<file path="src/rtl/stage_if_pkg.sv">
// Shared types and constants for the instruction fetch stage.
package stage_if_pkg;

    localparam logic [31:0] NopInstr         = 32'h0000_0013;
    localparam logic [31:0] DefaultResetAddr = 32'h8000_0000;

    typedef enum logic [1:0] {
        StFetch   = 2'd0,
        StHold    = 2'd1,
        StDiscard = 2'd2,
        StFault   = 2'd3
    } if_state_e;

    typedef struct packed {
        logic [31:0] instr;
        logic [31:0] pc;
        logic        access_fault;
        logic        addr_misaligned;
    } fetch_entry_t;

    localparam int unsigned EntryW = $bits(fetch_entry_t);

    function automatic fetch_entry_t make_entry(input logic [31:0] instr, input logic [31:0] pc,
                                                input logic access_fault,
                                                input logic addr_misaligned);
        fetch_entry_t e;
        e.instr           = instr;
        e.pc              = pc;
        e.access_fault    = access_fault;
        e.addr_misaligned = addr_misaligned;
        return e;
    endfunction

endpackage

</file>
<file path="src/rtl/if_skid_buffer.sv">
// One-entry output slot plus one-entry skid for the fetch/decode handoff.
module if_skid_buffer
    import stage_if_pkg::*;
(
    input  logic              clk_i,
    input  logic              rst_i,
    input  logic              flush_i,
    input  logic              stall_i,
    input  logic              push_i,
    input  logic [EntryW-1:0] push_entry_i,
    output logic              slot_free_o,
    output logic              consume_o,
    output logic              valid_o,
    output logic [EntryW-1:0] entry_o
);

    fetch_entry_t slot_q, slot_d, skid_q, skid_d;
    logic         valid_q, valid_d, skid_valid_q, skid_valid_d;

    assign consume_o   = valid_q & ~stall_i;
    assign slot_free_o = ~valid_q | consume_o;
    assign valid_o     = valid_q;
    assign entry_o     = slot_q;

    always_comb begin
        slot_d       = slot_q;
        skid_d       = skid_q;
        valid_d      = valid_q;
        skid_valid_d = skid_valid_q;

        if (flush_i) begin
            valid_d      = 1'b0;
            skid_valid_d = 1'b0;
        end else if (consume_o) begin
            valid_d      = skid_valid_q;
            skid_valid_d = 1'b0;
            if (skid_valid_q) begin
                slot_d = skid_q;
            end
        end

        // A push during flush is the misaligned-redirect entry, which lands in the emptied slot.
        if (push_i) begin
            if (flush_i || slot_free_o) begin
                slot_d  = fetch_entry_t'(push_entry_i);
                valid_d = 1'b1;
            end else begin
                skid_d       = fetch_entry_t'(push_entry_i);
                skid_valid_d = 1'b1;
            end
        end
    end

    always_ff @(posedge clk_i) begin
        if (rst_i) begin
            slot_q       <= '0;
            skid_q       <= '0;
            valid_q      <= 1'b0;
            skid_valid_q <= 1'b0;
        end else begin
            slot_q       <= slot_d;
            skid_q       <= skid_d;
            valid_q      <= valid_d;
            skid_valid_q <= skid_valid_d;
        end
    end

endmodule

</file>
<file path="src/rtl/stage_if.sv">
// Instruction fetch stage: owns the PC, runs single-outstanding instruction bus cycles
// and feeds decode through a skid-buffered output slot.
module stage_if
    import stage_if_pkg::*;
#(
    parameter logic [31:0] RESET_ADDR = DefaultResetAddr
) (
    input  logic        clk_i,
    input  logic        rst_i,
    output logic [31:0] iport_addr_o,
    output logic        iport_cyc_o,
    output logic        iport_stb_o,
    input  logic [31:0] iport_dat_i,
    input  logic        iport_ack_i,
    input  logic        iport_err_i,
    input  logic        stall_i,
    input  logic        flush_i,
    input  logic [31:0] pc_target_i,
    output logic [31:0] instruction_o,
    output logic [31:0] pc_o,
    output logic        valid_o,
    output logic        e_inst_access_fault_o,
    output logic        e_inst_addr_misaligned_o
);

    if_state_e         state_q, state_d;
    logic [31:0]       pc_q, pc_d, addr_q, addr_d;
    logic              bus_active, resp, target_misaligned;
    logic              push, slot_free, consume;
    fetch_entry_t      push_entry, slot_entry;
    logic [EntryW-1:0] slot_bits;

    assign bus_active        = (state_q == StFetch) || (state_q == StDiscard);
    assign resp              = bus_active & (iport_ack_i | iport_err_i);
    assign target_misaligned = |pc_target_i[1:0];

    assign iport_cyc_o  = bus_active & ~rst_i;
    assign iport_stb_o  = iport_cyc_o;
    assign iport_addr_o = iport_cyc_o ? addr_q : 32'h0;

    always_comb begin
        state_d    = state_q;
        pc_d       = pc_q;
        addr_d     = addr_q;
        push       = 1'b0;
        push_entry = make_entry(iport_dat_i, addr_q, 1'b0, 1'b0);

        case (state_q)
            StFetch: begin
                if (iport_ack_i) begin
                    push   = 1'b1;
                    pc_d   = addr_q + 32'd4;
                    addr_d = addr_q + 32'd4;
                    if (!slot_free) begin
                        state_d = StHold;
                    end
                end else if (iport_err_i) begin
                    push       = 1'b1;
                    push_entry = make_entry(NopInstr, addr_q, 1'b1, 1'b0);
                    state_d    = StFault;
                end
            end
            StHold: begin
                if (consume) begin
                    state_d = StFetch;
                end
            end
            StDiscard: begin
                // pc_q may hold a misaligned target whose entry was already delivered.
                if (resp) begin
                    addr_d  = pc_q;
                    state_d = (|pc_q[1:0]) ? StFault : StFetch;
                end
            end
            default: state_d = StFault;
        endcase

        if (flush_i) begin
            pc_d   = pc_target_i;
            addr_d = pc_target_i;
            push   = target_misaligned;
            push_entry = make_entry(NopInstr, pc_target_i, 1'b0, 1'b1);
            if (bus_active && !resp) begin
                state_d = StDiscard;
                addr_d  = addr_q;
            end else begin
                state_d = target_misaligned ? StFault : StFetch;
            end
        end
    end

    always_ff @(posedge clk_i) begin
        if (rst_i) begin
            state_q <= StFetch;
            pc_q    <= RESET_ADDR;
            addr_q  <= RESET_ADDR;
        end else begin
            state_q <= state_d;
            pc_q    <= pc_d;
            addr_q  <= addr_d;
        end
    end

    if_skid_buffer u_skid (
        .clk_i        (clk_i),
        .rst_i        (rst_i),
        .flush_i      (flush_i),
        .stall_i      (stall_i),
        .push_i       (push),
        .push_entry_i (push_entry),
        .slot_free_o  (slot_free),
        .consume_o    (consume),
        .valid_o      (valid_o),
        .entry_o      (slot_bits)
    );

    assign slot_entry               = fetch_entry_t'(slot_bits);
    assign instruction_o            = slot_entry.instr;
    assign pc_o                     = slot_entry.pc;
    assign e_inst_access_fault_o    = valid_o & slot_entry.access_fault;
    assign e_inst_addr_misaligned_o = valid_o & slot_entry.addr_misaligned;

endmodule

</file>
<file path="config.mk">
export PLATFORM = sky130hd
export DESIGN_NAME = stage_if
export DESIGN_NICKNAME = d
export VERILOG_FILES = /design/src/rtl/stage_if_pkg.sv /design/src/rtl/if_skid_buffer.sv /design/src/rtl/stage_if.sv
export SDC_FILE = /design/constraint.sdc
export NUM_CORES = 1
export LEC_CHECK = 0
export CAP_MARGIN = 20
export CORE_MARGIN = 4
export CORE_UTILIZATION = 30
export DETAILED_ROUTE_END_ITERATION = 10
export PLACE_DENSITY = 0.6
export SLEW_MARGIN = 20
export SYNTH_ARGS = -nofsm -noshare
export SYNTH_HDL_FRONTEND = slang
export SYNTH_SLANG_ARGS = --single-unit
</file>
<file path="constraint.sdc">
create_clock -name clk_i -period 2.55 [get_ports clk_i]
set_clock_uncertainty 0.15 [all_clocks]
set_input_delay 0.255 -clock clk_i [delete_from_list [all_inputs] [get_ports clk_i]]
set_output_delay 0.255 -clock clk_i [all_outputs]
set_load 0.02 [all_outputs]
</file>
==> results by group <==
Run status
  • Status: complete, no violations

Final layout
  • Final core occ: 38.3%
  • Diodes inserted: 0
  • Synth-to-layout area growth: 24.7%
  • Layout cell share with drive strength beyond 1: approximately a tenth
  • NumNets Final: about 1400
  • Sequential Area: about 4000 um2
  • FILL cells: between 3000 and 4000
  • Multi-input logic area: 5340 um2

Floorplanning
  • I/O pins: approximately 170
  • Die X: roughly 190 um
  • Die height: between 150 and 200 um
  • Die ar.: 37700 um2
  • Starting Density: 30.7%
  • CORE AREA: about 34000 um2
  • Row Count: between 60 and 70

Logic synthesis
  • Yosys top cell area share: between 30% and 40%
  • Post-synthesis cell count: 1275
  • Warnings, synthesis: 0
  • EDFF count, synth: 0
  • Synth area leader: dfxtp_1
  • Ys flop type: dfxtp_1
  • Most frequent cell after synthesis: dfxtp_1
  • Async SR Flop Fraction: 0%
  • Post-synthesis sequential area ratio: between 30% and 40%
  • Commonest cells post-synth: dfxtp_1 (200), nand2_1 (144), a21oi_1 (96), nor2_1 (79), clkbuf_1 (73)
  • Synth area leaders: dfxtp_1 (38%), a211oi_1 (5.2%), nand2_1 (5.2%), buf_4 (5.1%), a21oi_1 (4.6%)
  • Synthesized area per cell: 8.16 um2
  • Post-Syn Nets: about 1300
  • Unique masters post-synth: 71
  • #FFs+latches synth: 200
  • Synthesized area: between 10000 and 15000 um2

Global routing
  • Grt ovf: 0
  • Initial antenna violation count: 0
  • Grt met3 use: about 3.8%
  • GRT Overall Usage: 17.4%
  • First-pass GRT wire length: between 50000 and 60000 um
  • Met2 Usage GRT: a little over a quarter
  • Largest net degree at the start of global routing: 96
  • M1 GR Usage: around a quarter
  • Grt peak-use layer: met2
  • Vias in the first global route: about 9000

Timing
  • Tmin final: between 2000 and 2500 ps
  • Unrepaired setup endpoints after global routing: false
  • Slew Limit Fails: 0
  • Final Hold Viols: 0
  • Setup tns final: 0 ps
  • Max_slew headroom: around 30%
  • Setup ws final: around 97 ps
  • Endpoints failing setup: 0
  • Fin Hold WS: approximately 170 ps
  • Worst slew pin tran: roughly 1100 ps
  • Fin crit share: between 90 and 100%
  • Peak Freq: 0.408 GHz

Placed design
  • Place WS: between 100 and 150 ps
  • Final GP Congestion: between 0.8 and 0.9
  • I/O Buffers: 170
  • Post-detail-place hpwl: roughly 24000 um

Clocking
  • Worst-skew pair later-pin latency: around 440 ps
  • CTS tree: yes
  • CTS max path bufs: 2
  • CTS Buf Count: 17
  • H-Tree Depth: 4
  • Clock-pin slew on the worst setup and hold paths: 70 ps
  • Root Buffer Master: clkbuf_16
  • Post-CTS setup repair buffer count: 0
  • Clk sink count: 200

Drt
  • Routed WL per cell: ~19 um
  • Drt first pass iters: 5
  • DRT antenna net count: 0
  • DR vias: roughly 9700
  • Via-to-Cell Ratio: ~5.3
  • DR DRC count: 0
  • Starting DRT DRC Count: just under 800
  • Final wirelength: about 34000 um

Setup path
  • CP peak stage delay: just under 600 ps
  • Crit-path cells: buf_4 -> nor2_2 -> buf_8 -> and2_1 -> clkdlybuf4s50_1
  • Critical path class: register to output pin
  • Slowest cell on crit path: clkdlybuf4s50_1
  • CP arrival: 2050 ps
  • Crit path max fanout: 26
  • Worst path required time: between 2000 and 2500 ps
  • CP Capture Type: output pin
  • Crit start category: register

Worst hold path
  • HP Class: input pin to register

Pwr
  • Sequential Power Share: around 43%
  • Combinational power share: between 20% and 30%
  • Clk pwr share: a little over a third
  • Leakage: ~4.8 nW
  • Maximum vdd drop: roughly 0.48 mV
  • Pint: between 5 and 6 mW
  • Net Switching: between 2 and 3 mW
  • Switching Fraction: 31.1%
  • P per Cell Area: roughly 620 nW/um2

Run
  • Max-cap viol count: 0
-- per-stage QoR --
step / instance area (um2) / power [mW] / cells
floorplan: 10400 / 4.67 / 1275
global placement: 12300 / 5.34 / 1775
detailed placement: 12300 / 5.36 / 1775
CTS: 12900 / 8.16 / 1807
global route: 13000 / 8.44 / 1807
finish: 13000 / 8.10 / 1807
-- final cells by class --
| type | count | area share (%) |
|---|---|---|
| tap | 448 | 4.32 |
| multi-input combinational | 871 | 41.2 |
| timing repair buffer | 238 | 18.6 |
| sequential | 200 | 30.9 |
| clock buffer | 18 | 3.31 |
| inverter | 18 | 0.521 |
| clock inverter | 14 | 1.23 |
-- power by group through the flow --
stage          logic, mW  registers (mW)  clock network, mW
2_1_floorplan       1.18            3.50                  0
3_3_place_gp        1.78            3.56                  0
3_5_place_dp        1.80            3.56                  0
4_1_cts             1.80            3.49               2.87
5_1_grt             1.95            3.52               2.97
6_report            1.80            3.49               2.81
-- routing by layer --
metal	share of wire, %	vias to the layer above
li1	-	4672
met1	48	4627
met2	45	320
met3	6.5	38
met4	1.4	0
met5	0	-
-- state kept, by name, indices dropped and copies added (netlist names) --
name and flops:
u_skid.entry_o 66, u_skid.skid_q 66, addr_q 32, pc_q 32, state_q 2, u_skid.skid_valid_q 1
u_skid.valid_o 1
-- cells by family (layout without fill, tap and decap cells) --
| kind of cell | Yosys count | in the layout | share of synthesized area [%] |
|---|---|---|---|
| AOI/OAI and AO/OA | 352 | 352 | 22.7 |
| xor gates and xnor gates | 24 | 24 | 2.02 |
| adders and majority gates | 1 | 1 | 0.120 |
| buffers and inverters | 204 | 288 | 10.4 |
| DFF | 200 | 200 | 38.5 |
| muxes | 52 | 52 | 5.22 |
| and+or+nand+nor | 442 | 442 | 21.0 |
-- worst max-delay path: cells and delay by family (launching register included) --
family,cells,cell delay [ps]
flops,1,330
buf+inv,3,980
simple gates,2,290
-- worst paths after layout --
path                          start  slack [ps]  cells past startpoint           endpoint
hold reg to reg   u_skid.skid_q[39]         300                      2  u_skid.skid_q[39]
hold / removal                rst_i         170                      4  u_skid.skid_q[20]
setup reg to reg         state_q[0]         270                      6           pc_q[30]
setup / recovery         state_q[0]         100                      5    iport_addr_o[4]
-- cells in the final DEF (no fill, tap or decap), types with 4 or more instances in the layout --
cell type,Yosys,layout
a211oi_1,72,72
a21boi_0,7,7
a21oi_1,96,95
a221oi_1,4,4
a22o_1,4,4
a22oi_1,5,5
a311oi_1,38,38
a31oi_1,11,11
and2_1,31,30
and3_1,8,7
and4_1,4,4
buf_12,0,12
buf_4,70,55
clkbuf_16,0,17
clkdlybuf4s50_1,0,145
dfxtp_1,200,200
dlymetal6s2s_1,0,20
inv_1,18,18
inv_6,0,8
mux2_2,18,18
mux2i_1,34,34
nand2_1,144,143
nand2b_1,5,5
nand3_1,57,57
nand4_1,8,8
nor2_1,79,78
nor2b_1,30,30
nor3_1,37,37
nor4_1,10,10
o211ai_1,10,10
o21a_1,4,4
o21ai_0,44,43
o22ai_1,23,23
o32ai_1,4,4
or3_1,7,7
xnor2_1,17,17
xor2_1,7,7
-- timing repair --
action | 4_1_cts | 5_1_grt
hold buffers | 0 | 0
setup endpoints to repair | 24 | 21
endpoints found under the hold margin | 0 | 0
resized for setup | 4 | 21
(Power assumes the default switching activity.)
